<file path="src/rtl/pio_input_capture_if.sv">
// Slave bus bundle for the input PIO: 2-bit address, chipselect/write_n strobes,
// 32-bit data, zero-wait-state combinational read and a level interrupt.
interface pio_input_capture_if;
  logic [1:0]  address;
  logic        chipselect;
  logic        write_n;
  logic [31:0] writedata;
  logic [31:0] readdata;
  logic        irq;

  modport master (
    output address, chipselect, write_n, writedata,
    input  readdata, irq
  );

  modport slave (
    input  address, chipselect, write_n, writedata,
    output readdata, irq
  );
endinterface

</file>
<file path="src/rtl/pio_input_capture.sv">
// Input PIO: per-bit 2-flop synchronizer and debouncer, debounced DATA register,
// sticky edge-capture register with write-1-to-clear, and masked level interrupt.
module pio_input_capture #(
  parameter int WIDTH           = 4,
  parameter int DEBOUNCE_CYCLES = 50000,
  parameter int EDGE_TYPE       = 1,
  parameter bit IDLE_LEVEL      = 1'b1
) (
  input  logic                 clk,
  input  logic                 reset,
  input  logic [WIDTH-1:0]     in_port,
  pio_input_capture_if.slave   bus
);

  localparam int CNT_W = $clog2(DEBOUNCE_CYCLES) + 1;
  localparam logic [CNT_W-1:0] CNT_LAST = CNT_W'(DEBOUNCE_CYCLES - 1);
  localparam logic [WIDTH-1:0] IDLE_PATTERN = {WIDTH{IDLE_LEVEL}};

  logic [WIDTH-1:0] sync1_q, sync2_q;
  logic [WIDTH-1:0] stable_q, stable_d;
  logic [WIDTH-1:0] edge_evt;
  logic [WIDTH-1:0] irqmask_q, irqmask_d;
  logic [WIDTH-1:0] edgecap_q, edgecap_d;
  logic [WIDTH-1:0][CNT_W-1:0] cnt_q, cnt_d;

  logic        wr_en;
  logic        wr_mask;
  logic        wr_edgecap;
  logic [31:0] rdata;
  logic        unused_wdata;

  assign wr_en      = bus.chipselect & ~bus.write_n;
  assign wr_mask    = wr_en && (bus.address == 2'd2);
  assign wr_edgecap = wr_en && (bus.address == 2'd3);
  assign unused_wdata = ^bus.writedata;

  generate
    for (genvar gi = 0; gi < WIDTH; gi++) begin : g_bit
      logic differ;
      logic commit;
      logic rise;
      logic fall;
      logic clr;

      assign differ = sync2_q[gi] ^ stable_q[gi];
      assign commit = differ && (cnt_q[gi] == CNT_LAST);
      assign rise   = commit &  sync2_q[gi];
      assign fall   = commit & ~sync2_q[gi];

      // Any return to the stable level before commit restarts the count.
      assign cnt_d[gi]    = (!differ || commit) ? '0 : cnt_q[gi] + 1'b1;
      assign stable_d[gi] = commit ? sync2_q[gi] : stable_q[gi];

      if (EDGE_TYPE == 0) begin : g_rise
        assign edge_evt[gi] = rise;
      end else if (EDGE_TYPE == 1) begin : g_fall
        assign edge_evt[gi] = fall;
      end else begin : g_any
        assign edge_evt[gi] = rise | fall;
      end

      // A new edge event beats a simultaneous write-1-to-clear.
      assign clr           = wr_edgecap & bus.writedata[gi];
      assign edgecap_d[gi] = edge_evt[gi] | (edgecap_q[gi] & ~clr);
    end
  endgenerate

  assign irqmask_d = wr_mask ? bus.writedata[WIDTH-1:0] : irqmask_q;

  always_ff @(posedge clk) begin
    if (reset) begin
      sync1_q   <= IDLE_PATTERN;
      sync2_q   <= IDLE_PATTERN;
      stable_q  <= IDLE_PATTERN;
      cnt_q     <= '0;
      irqmask_q <= '0;
      edgecap_q <= '0;
    end else begin
      sync1_q   <= in_port;
      sync2_q   <= sync1_q;
      stable_q  <= stable_d;
      cnt_q     <= cnt_d;
      irqmask_q <= irqmask_d;
      edgecap_q <= edgecap_d;
    end
  end

  always_comb begin
    rdata = '0;
    case (bus.address)
      2'd0:    rdata[WIDTH-1:0] = stable_q;
      2'd2:    rdata[WIDTH-1:0] = irqmask_q;
      2'd3:    rdata[WIDTH-1:0] = edgecap_q;
      default: rdata = '0;
    endcase
  end

  assign bus.readdata = rdata;
  assign bus.irq      = |(edgecap_q & irqmask_q);

endmodule
</file>
<file path="src/flat_wrapper.sv">
// flat-port wrapper written by rule: the top's interface ports become plain ports
module pio_input_capture_flat 
#(
  parameter int WIDTH           = 4,
  parameter int DEBOUNCE_CYCLES = 50000,
  parameter int EDGE_TYPE       = 1,
  parameter bit IDLE_LEVEL      = 1'b1
)
  (clk, reset, in_port, bus_address, bus_chipselect, bus_write_n, bus_writedata, bus_readdata, bus_irq);
  pio_input_capture_if bus_i ();
  input  logic clk;
  input  logic reset;
  input  logic [WIDTH-1:0] in_port;
  input wire logic [$bits(bus_i.address)-1:0] bus_address;
  input wire logic [$bits(bus_i.chipselect)-1:0] bus_chipselect;
  input wire logic [$bits(bus_i.write_n)-1:0] bus_write_n;
  input wire logic [$bits(bus_i.writedata)-1:0] bus_writedata;
  output wire logic [$bits(bus_i.readdata)-1:0] bus_readdata;
  output wire logic [$bits(bus_i.irq)-1:0] bus_irq;
  assign bus_i.address = bus_address;
  assign bus_i.chipselect = bus_chipselect;
  assign bus_i.write_n = bus_write_n;
  assign bus_i.writedata = bus_writedata;
  assign bus_readdata = bus_i.readdata;
  assign bus_irq = bus_i.irq;
  pio_input_capture #(.WIDTH(WIDTH), .DEBOUNCE_CYCLES(DEBOUNCE_CYCLES), .EDGE_TYPE(EDGE_TYPE), .IDLE_LEVEL(IDLE_LEVEL)) u_core (.clk(clk), .reset(reset), .in_port(in_port), .bus(bus_i));
endmodule
</file>
<file path="config.mk">
export PLATFORM = sky130hd
export DESIGN_NAME = pio_input_capture_flat
export DESIGN_NICKNAME = d
export VERILOG_FILES = /design/src/rtl/pio_input_capture_if.sv /design/src/rtl/pio_input_capture.sv /design/src/flat_wrapper.sv
export SDC_FILE = /design/constraint.sdc
export NUM_CORES = 1
export LEC_CHECK = 0
export CORE_MARGIN = 8
export CORE_UTILIZATION = 56
export DETAILED_ROUTE_END_ITERATION = 16
export PLACE_DENSITY = 0.92
export SLEW_MARGIN = 20
export SYNTH_ARGS = -nofsm -noshare
export SYNTH_HDL_FRONTEND = slang
export SYNTH_SLANG_ARGS = --single-unit
</file>
<file path="constraint.sdc">
create_clock -name clk -period 5 [get_ports clk]
set_input_delay 1.25 -clock clk [delete_from_list [all_inputs] [get_ports clk]]
set_output_delay 1.25 -clock clk [all_outputs]
set_load 0.01 [all_outputs]
</file>
# After elaboration in Yosys (flattened, before gate mapping)
# Index checks and enable logic that the tools add are counted.
# word_totals
register_bits,88
elab_cells,74
mem_count,0
rom_bits,0
inputBits,42
latchBits,0
mem_bits_rw,0
# op_classes
bitwise,31
n_mux,1
shift,0
div_mod_pow,0
n_mul,0
n_addsub,4
reduce_logical,20
n_lt_le_gt_ge,0
n_eq_ne,6
# op_table
op,count
"17-bit by 1-bit adder with 17-bit output, second input constant",4
"17-bit by 16-bit equality test with 1-bit output, second input constant",4
1-bit bitwise AND,13
4-bit one-hot mux with 3 select lines,1
1-bit inverter,9
2-bit OR reduction,4
1-bit logical AND,6
4-bit bitwise AND,1
"2-bit equality test, second input constant",2
1-bit logical NOT,4
1-bit logical OR,4
1-bit bitwise OR,4
4-bit OR reduction,1
1-bit XOR,4
2-bit logical NOT,1

# Longest topological paths before layout
# Gate-level depths: netlist of the first run.
# depth
depth_word,7
mapped_depth,7

# Worst setup path before layout of the first run
# Ideal clock, no wire load.
# synth_timing
path_type,input port to output port
from,input port bus_address[0]
to,output port bus_readdata[0]
arrival_ns,2.023
cell_stages,3
n_path_buf,1
path_slack_ns,1.727
cell_sequence,clkbuf_1 > mux2_2 > a22o_1
# synth_between
elab_chain_len,2
# synth_lines
element,line_no,rtl
from (decl),flat_wrapper.sv:14,input wire logic [$bits(bus_i.address)-1:0] bus_address;
2-bit equality test / 2-bit logical NOT (equally long branches),pio_input_capture.sv:90,case (bus.address)
4-bit one-hot mux with 3 select lines (*),pio_input_capture.sv:90,
to (decl),flat_wrapper.sv:18,output wire logic [$bits(bus_i.readdata)-1:0] bus_readdata;
# Mark *: on every way between the ends. The rest lies on a longest branch, timed or not.

# Worst setup path in the final report of the first run
# Ends and elaborated chain as after synthesis.

==> results_dict.tcl, run 1 <==
set metrics [dict create \
    port_buffers 18 \
    clock_path_buffers 2 \
    skew_ns 0.00919 \
    outcome "completed" \
    crit_path_max_fanout 7 \
    power_mw 1.34 \
    startpoint_type "primary input" \
    timing.max_cap.violations 0 \
    dieHeight_um 101 \
    arrival_ns 2.94 \
    drive_gt1_share_pct 6.85 \
    synthDistinctLibCells 40 \
    clockRootBuffer "clkbuf_8" \
    rsz0062_at_grt "no" \
    grt_pass1_wl_um 13500 \
    area_delta_synth_final_pct 9.37 \
    ios 75 \
    cts_tree "yes" \
    syn_inst 460 \
    finalSetupViolations 0 \
    cts_hold_buf 0 \
    final.setup.tns_ns 0 \
    synth.top_cell.area_share_pct 43.3 \
    clkSlewWorstSetupHoldPaths_ns 0.08 \
    vias 3165 \
    overflow 0 \
    end_kind "output pin" \
    dieArea_sq_mm 0.0103 \
    grt_pass1_vias 3105 \
    yosys.area.top_type "dfxtp_1" \
    postCtsSetupBuffers 0 \
    ys_seq_area_share_pct 43.3 \
    cts.repair.resized 0 \
    finalHoldViolCount 0 \
    fp.coreArea_sq_mm 0.00714 \
    start_util_pct 57.1 \
    drc 0 \
    layout_common_cells "88 x dfxtp_1, 79 x nor2_1, 51 x xnor2_1" \
    ys_ff_latch 88 \
    grt_antenna_before_repair 0 \
    min_period_over_period_pct 83.9 \
    layout.cells.most_common "dfxtp_1" \
    antenna_cells 0 \
    dr.first_iter.drc_count 169 \
    yosys_warnings 0 \
    clock_latency_ns 0.36 \
    worstPathRequired_ns 3.75 \
    wl_um 8200 \
    numCtsBuffers 9 \
    multi_input_area_sq_mm 0.00209 \
    num_rows 31 \
    ant_nets 0 \
    grt_max_degree 25 \
    peakVddDrop_mv 0.172 \
    power_density_mw_per_mm2 302 \
    htreeDepth 3 \
    slew_headroom_pct 30.0 \
    syn_area_per_cell_sq_um 8.85 \
    dp_hpwl_um 5870 \
    grt_usage_pct 16.5 \
    hp-class "reg -> reg" \
    avgRoutedWirePerCell_um 14.1 \
    num-nets-final 523 \
    fp.dieW_um 101 \
    routed_via_density 5.45 \
    synth_area_sq_mm 0.00407 \
    p_leak_nw 1.38 \
    final_area_sq_mm 0.00445 \
    gp_congestion 0.875 \
    worstMarginPinSlew_ns 1.04 \
    clock_sinks 88 \
    n_fill_cell 576 \
    placed_area_sq_mm 0.00421 \
    fin_crit_ns 4.19 \
    timing.fmax_mhz 238 \
    maxSlewViolCount 0 \
    crit_type "in -> out" \
    regArea_sq_mm 0.00176 \
    ys_top_cells_by_area "dfxtp_1 43%, xnor2_1 11%, nor2_1 7.3%" \
    first_pass_iters 5 \
]
## power breakdown
group	internal, mW	switching [mW]
clock	0.346	0.243
combinational	0.0205	0.0269
sequential	0.705	0.00313
## synthesized netlist by cell type (all sizes together)
| cell type | instances |
|---|---|
| nand4 | 24 |
| dfxtp | 88 |
| and4 | 1 |
| and4b | 1 |
| or3 | 4 |
| nand2 | 22 |
| nand4b | 4 |
| ha | 4 |
| nor4 | 25 |
| a21oi | 6 |
| nand3 | 19 |
| a32oi | 1 |
| conb | 1 |
| inv | 15 |
| or2 | 9 |
| xnor2 | 51 |
| a21boi | 2 |
| xor2 | 10 |
| a22o | 4 |
| nor4bb | 1 |
| mux2i | 5 |
| or4 | 6 |
| a311o | 2 |
| nand2b | 5 |
| o21ai | 2 |
| a22oi | 2 |
| buf | 34 |
| a21o | 4 |
| and3 | 2 |
| mux2 | 4 |
| clkbuf | 5 |
| a31o | 2 |
| nor3 | 16 |
| nor2 | 79 |
## through the flow
| step | utilization [%] | hold slack, ns | setup WS (ns) | cells |
|---|---|---|---|---|
| floorplan | - | 0.389 | 1.73 | 487 |
| global placement | 59.0 | 0.395 | 0.830 | 565 |
| detailed placement | 59.0 | 0.396 | 0.822 | 565 |
| CTS | 62.4 | 0.407 | 0.811 | 581 |
| global route | 62.4 | 0.410 | 0.756 | 581 |
| finish | 62.4 | 0.412 | 0.806 | 581 |
## per-layer routing
metal,share of wire [%],GRT usage [%],vias up
met5,0,0,-
met4,1.4,6.87,0
met3,6.0,5.77,15
met2,51,29.7,97
met1,41,16.9,1485
li1,-,-,1568
## final cells by class
type	instances	share of cell area, %
multi-input combinational	345	46.9
sequential	88	39.6
timing repair buffer	18	4.04
clock buffer	11	3.17
tap	99	2.78
clock inverter	5	2.33
inverter	15	1.26
## path summary, 6_finish.rpt
check / startpoint / end / slack (ns) / depth (start not counted)
max: bus_address[0] / bus_readdata[0] / 0.81 / 4
min: u_core.sync1_q[2] / u_core.sync2_q[2] / 0.41 / 1
max reg2reg: u_core.cnt_q[27] / u_core.cnt_q[33] / 2.90 / 4
min reg2reg: u_core.sync1_q[2] / u_core.sync2_q[2] / 0.41 / 1
## flip-flops by register name (all words and copies together), names as in the netlist
name and flops:
u_core.cnt_q 68, u_core.edgecap_q 4, u_core.irqmask_q 4, u_core.stable_q 4, u_core.sync1_q 4, u_core.sync2_q 4
## cells by family after synthesis
| group | synth area share (%) |
|---|---|
| AO/OA/AOI/OAI | 4.45 |
| XOR/XNOR | 13.1 |
| adder cells (fa/ha/maj) | 1.23 |
| buffers and inverters | 7.99 |
| flip-flops | 43.3 |
| multiplexers | 2.33 |
| other | 0.0921 |
| AND/OR/NAND/NOR | 27.5 |
## critical path: stages
cell	delay, ns
clkdlybuf4s50_1	0.62
mux2_2	0.37
a22o_1	0.20
clkdlybuf4s50_1	0.50
Note: power is estimated with default switching activity, not from simulation.
==> inputs of run 2 (changes only) <==
--- a/config.mk
+++ b/config.mk
@@ -6,9 +6,9 @@
 export NUM_CORES = 1
 export LEC_CHECK = 0
 export CORE_MARGIN = 8
-export CORE_UTILIZATION = 56
+export CORE_UTILIZATION = 52
 export DETAILED_ROUTE_END_ITERATION = 16
-export PLACE_DENSITY = 0.92
+export PLACE_DENSITY = 0.86
 export SLEW_MARGIN = 20
 export SYNTH_ARGS = -nofsm -noshare
 export SYNTH_HDL_FRONTEND = slang
==> constraint.sdc (replaced) <==
create_clock -name clk -period 4 [get_ports clk]
set_input_delay 1 -clock clk [delete_from_list [all_inputs] [get_ports clk]]
set_output_delay 1 -clock clk [all_outputs]
set_load 0.01 [all_outputs]
==> run 2 against run 1 <==
Wire length decreased by 1.5%. Power rose by 16%. Clock-buffer cell count unchanged. Non-clock buffer count is 1 higher. Via count is 1.1% higher. Sequential share of layout area increased by 0.30 points. Clock power up 3.7%. Worst hold slack better by 0.0033 ns. Critical endpoint is now bus_readdata[2]. Largest cell class unchanged. Highest routed layer unchanged.
==> results_dict.tcl, run 2 (same netlist as run 1, synthesis figures left out) <==
set metrics [dict create \
    p_clk_share_pct 39.2 \
    dieArea_sq_mm 0.0109 \
    cts.repair.resized 0 \
    clockRootBuffer "clkbuf_8" \
    start_util_pct 53.3 \
    p_comb_share_pct 3.9 \
    whs_path_depth 1 \
    peakVddDrop_mv 0.133 \
    crit_path_max_fanout 7 \
    fp.coreArea_sq_mm 0.00765 \
    rsz0062_at_grt "no" \
    grt_usage_pct 15.1 \
    power_density_mw_per_mm2 352 \
    cts_tree "yes" \
    layout_common_cells "88 x dfxtp_1, 79 x nor2_1, 51 x xnor2_1" \
    final_area_sq_mm 0.00442 \
    post-place-ws_ns 0.314 \
    intPower_mw 1.22 \
    dp_hpwl_um 5740 \
    worstPathRequired_ns 3.00 \
    dr.first_iter.drc_count 179 \
    outcome "completed" \
    area_delta_synth_final_pct 8.54 \
    final.setup.tns_ns 0 \
    gp_congestion 0.896 \
    num-nets-final 524 \
    overflow 0 \
    fin_cells 583 \
    critical_path.cell_chain "clkdlybuf4s50_1 -> mux2_2 -> a22o_1 -> clkdlybuf4s50_1" \
    clock_latency_ns 0.36 \
    routed_via_density 5.49 \
    postCtsSetupBuffers 0 \
    ant_nets 0 \
    crit_type "in -> out" \
    holdWs_ns 0.415 \
    finalSetupViolations 0 \
    crit_top_cell "clkdlybuf4s50_1" \
    dieHeight_um 105 \
    crit_buf_inv 2 \
    numCtsBuffers 9 \
    htreeDepth 3 \
    worstMarginPinSlew_ns 0.669 \
    worst_path_max_delay_cell "clkdlybuf4s50_1" \
    grt_antenna_before_repair 0 \
    ios 75 \
    reg2reg_depth 5 \
    clock_path_buffers 2 \
    maxSlewViolCount 0 \
    arrival_ns 2.74 \
    layout.cells.most_common "dfxtp_1" \
    skew_ns 0.00794 \
    slowest_delay_ns 0.64 \
    avgRoutedWirePerCell_um 13.9 \
    multi_input_area_sq_mm 0.00209 \
    worst-path-stages 4 \
    fin_crit_ns 3.74 \
    min_period_over_period_pct 93.4 \
    place_inst 569 \
    fp.dieW_um 105 \
    n_fill_cell 646 \
    timing.fmax_mhz 268 \
    grt_max_degree 19 \
    drive_gt1_share_pct 7.07 \
    power_switching_share_pct 21.4 \
    grt_pass1_vias 3089 \
    timing.max_cap.violations 0 \
    hp-class "reg -> reg" \
    startpoint_type "primary input" \
    drc 0 \
    antenna_cells 0 \
    end_kind "output pin" \
    switching_power_mw 0.333 \
    largest_reg_flops 68 \
    vias 3200 \
    clock_sinks 88 \
    finalHoldViolCount 0 \
    wl_um 8080 \
    p_leak_nw 1.36 \
    placed_area_sq_mm 0.00422 \
    fin_ws_ns 0.263 \
    cts_hold_buf 0 \
    regMostFlops "u_core.cnt_q" \
    num_rows 32 \
    cp_top_family "buffers and inverters" \
    slew_headroom_pct 54.7 \
    grt_pass1_wl_um 13800 \
    pwr-share-seq_pct 56.9 \
    port_buffers 18 \
    first_pass_iters 5 \
    regArea_sq_mm 0.00176 \
    clkSlewWorstSetupHoldPaths_ns 0.08 \
]
[run 2: cell types whose count changed in the layout (fill, tap and decap cells not counted)]
cell / delta
buf_4: +1
bufinv_16: -2
clkbuf_1: -1
clkbuf_8: +1
clkinv_4: -1
clkinvlp_4: +1
nor4bb_1: -1
nor4bb_2: +1
[run 2: path summary, 6_finish.rpt]
path	slack, ns	from	to
max	0.26	bus_address[0]	bus_readdata[2]
min	0.42	u_core.sync1_q[1]	u_core.sync2_q[1]
max reg2reg	1.89	u_core.cnt_q[51]	u_core.cnt_q[65]
min reg2reg	0.42	u_core.sync1_q[1]	u_core.sync2_q[1]
[run 2: layer usage]
layer | track usage [%] | wire [um]
met3 | 6.07 | 494
met1 | 16.7 | 3440
met2 | 25.4 | 3990
met4 | 5.48 | 152
met5 | 0 | 0
[run 2: through the flow]
stage	util, %	total power [mW]
3_5_place_dp	55.2	0.964
6_report	57.8	1.56
3_3_place_gp	55.2	0.963
5_1_grt	57.8	1.61
4_1_cts	57.7	1.56
2_1_floorplan	-	0.960
[run 2: power by group through the flow]
| stage | clock network (mW) | registers (mW) | logic (mW) |
|---|---|---|---|
| floorplan | 0 | 0.904 | 0.0559 |
| global placement | 0 | 0.905 | 0.0574 |
| detailed placement | 0 | 0.906 | 0.0584 |
| CTS | 0.620 | 0.885 | 0.0589 |
| global route | 0.662 | 0.886 | 0.0664 |
| finish | 0.610 | 0.885 | 0.0603 |
[run 2: layout make-up]
cell class	instances	share of cell area, %
clock inverters	3	0.962
clock buffers	11	3.42
well taps	102	2.89
inverters	15	1.27
multi-input cells	345	47.4
repair buffers	19	4.25
flip-flops and latches	88	39.9
[run 2: worst register-to-register path, delay by kind of cell, from the launching register on]
| family | cells | cell delay, ns |
|---|---|---|
| simple gates | 3 | 0.89 |
| compound gates | 1 | 0.51 |
| flops | 1 | 0.38 |
| fa+ha+maj | 1 | 0.21 |
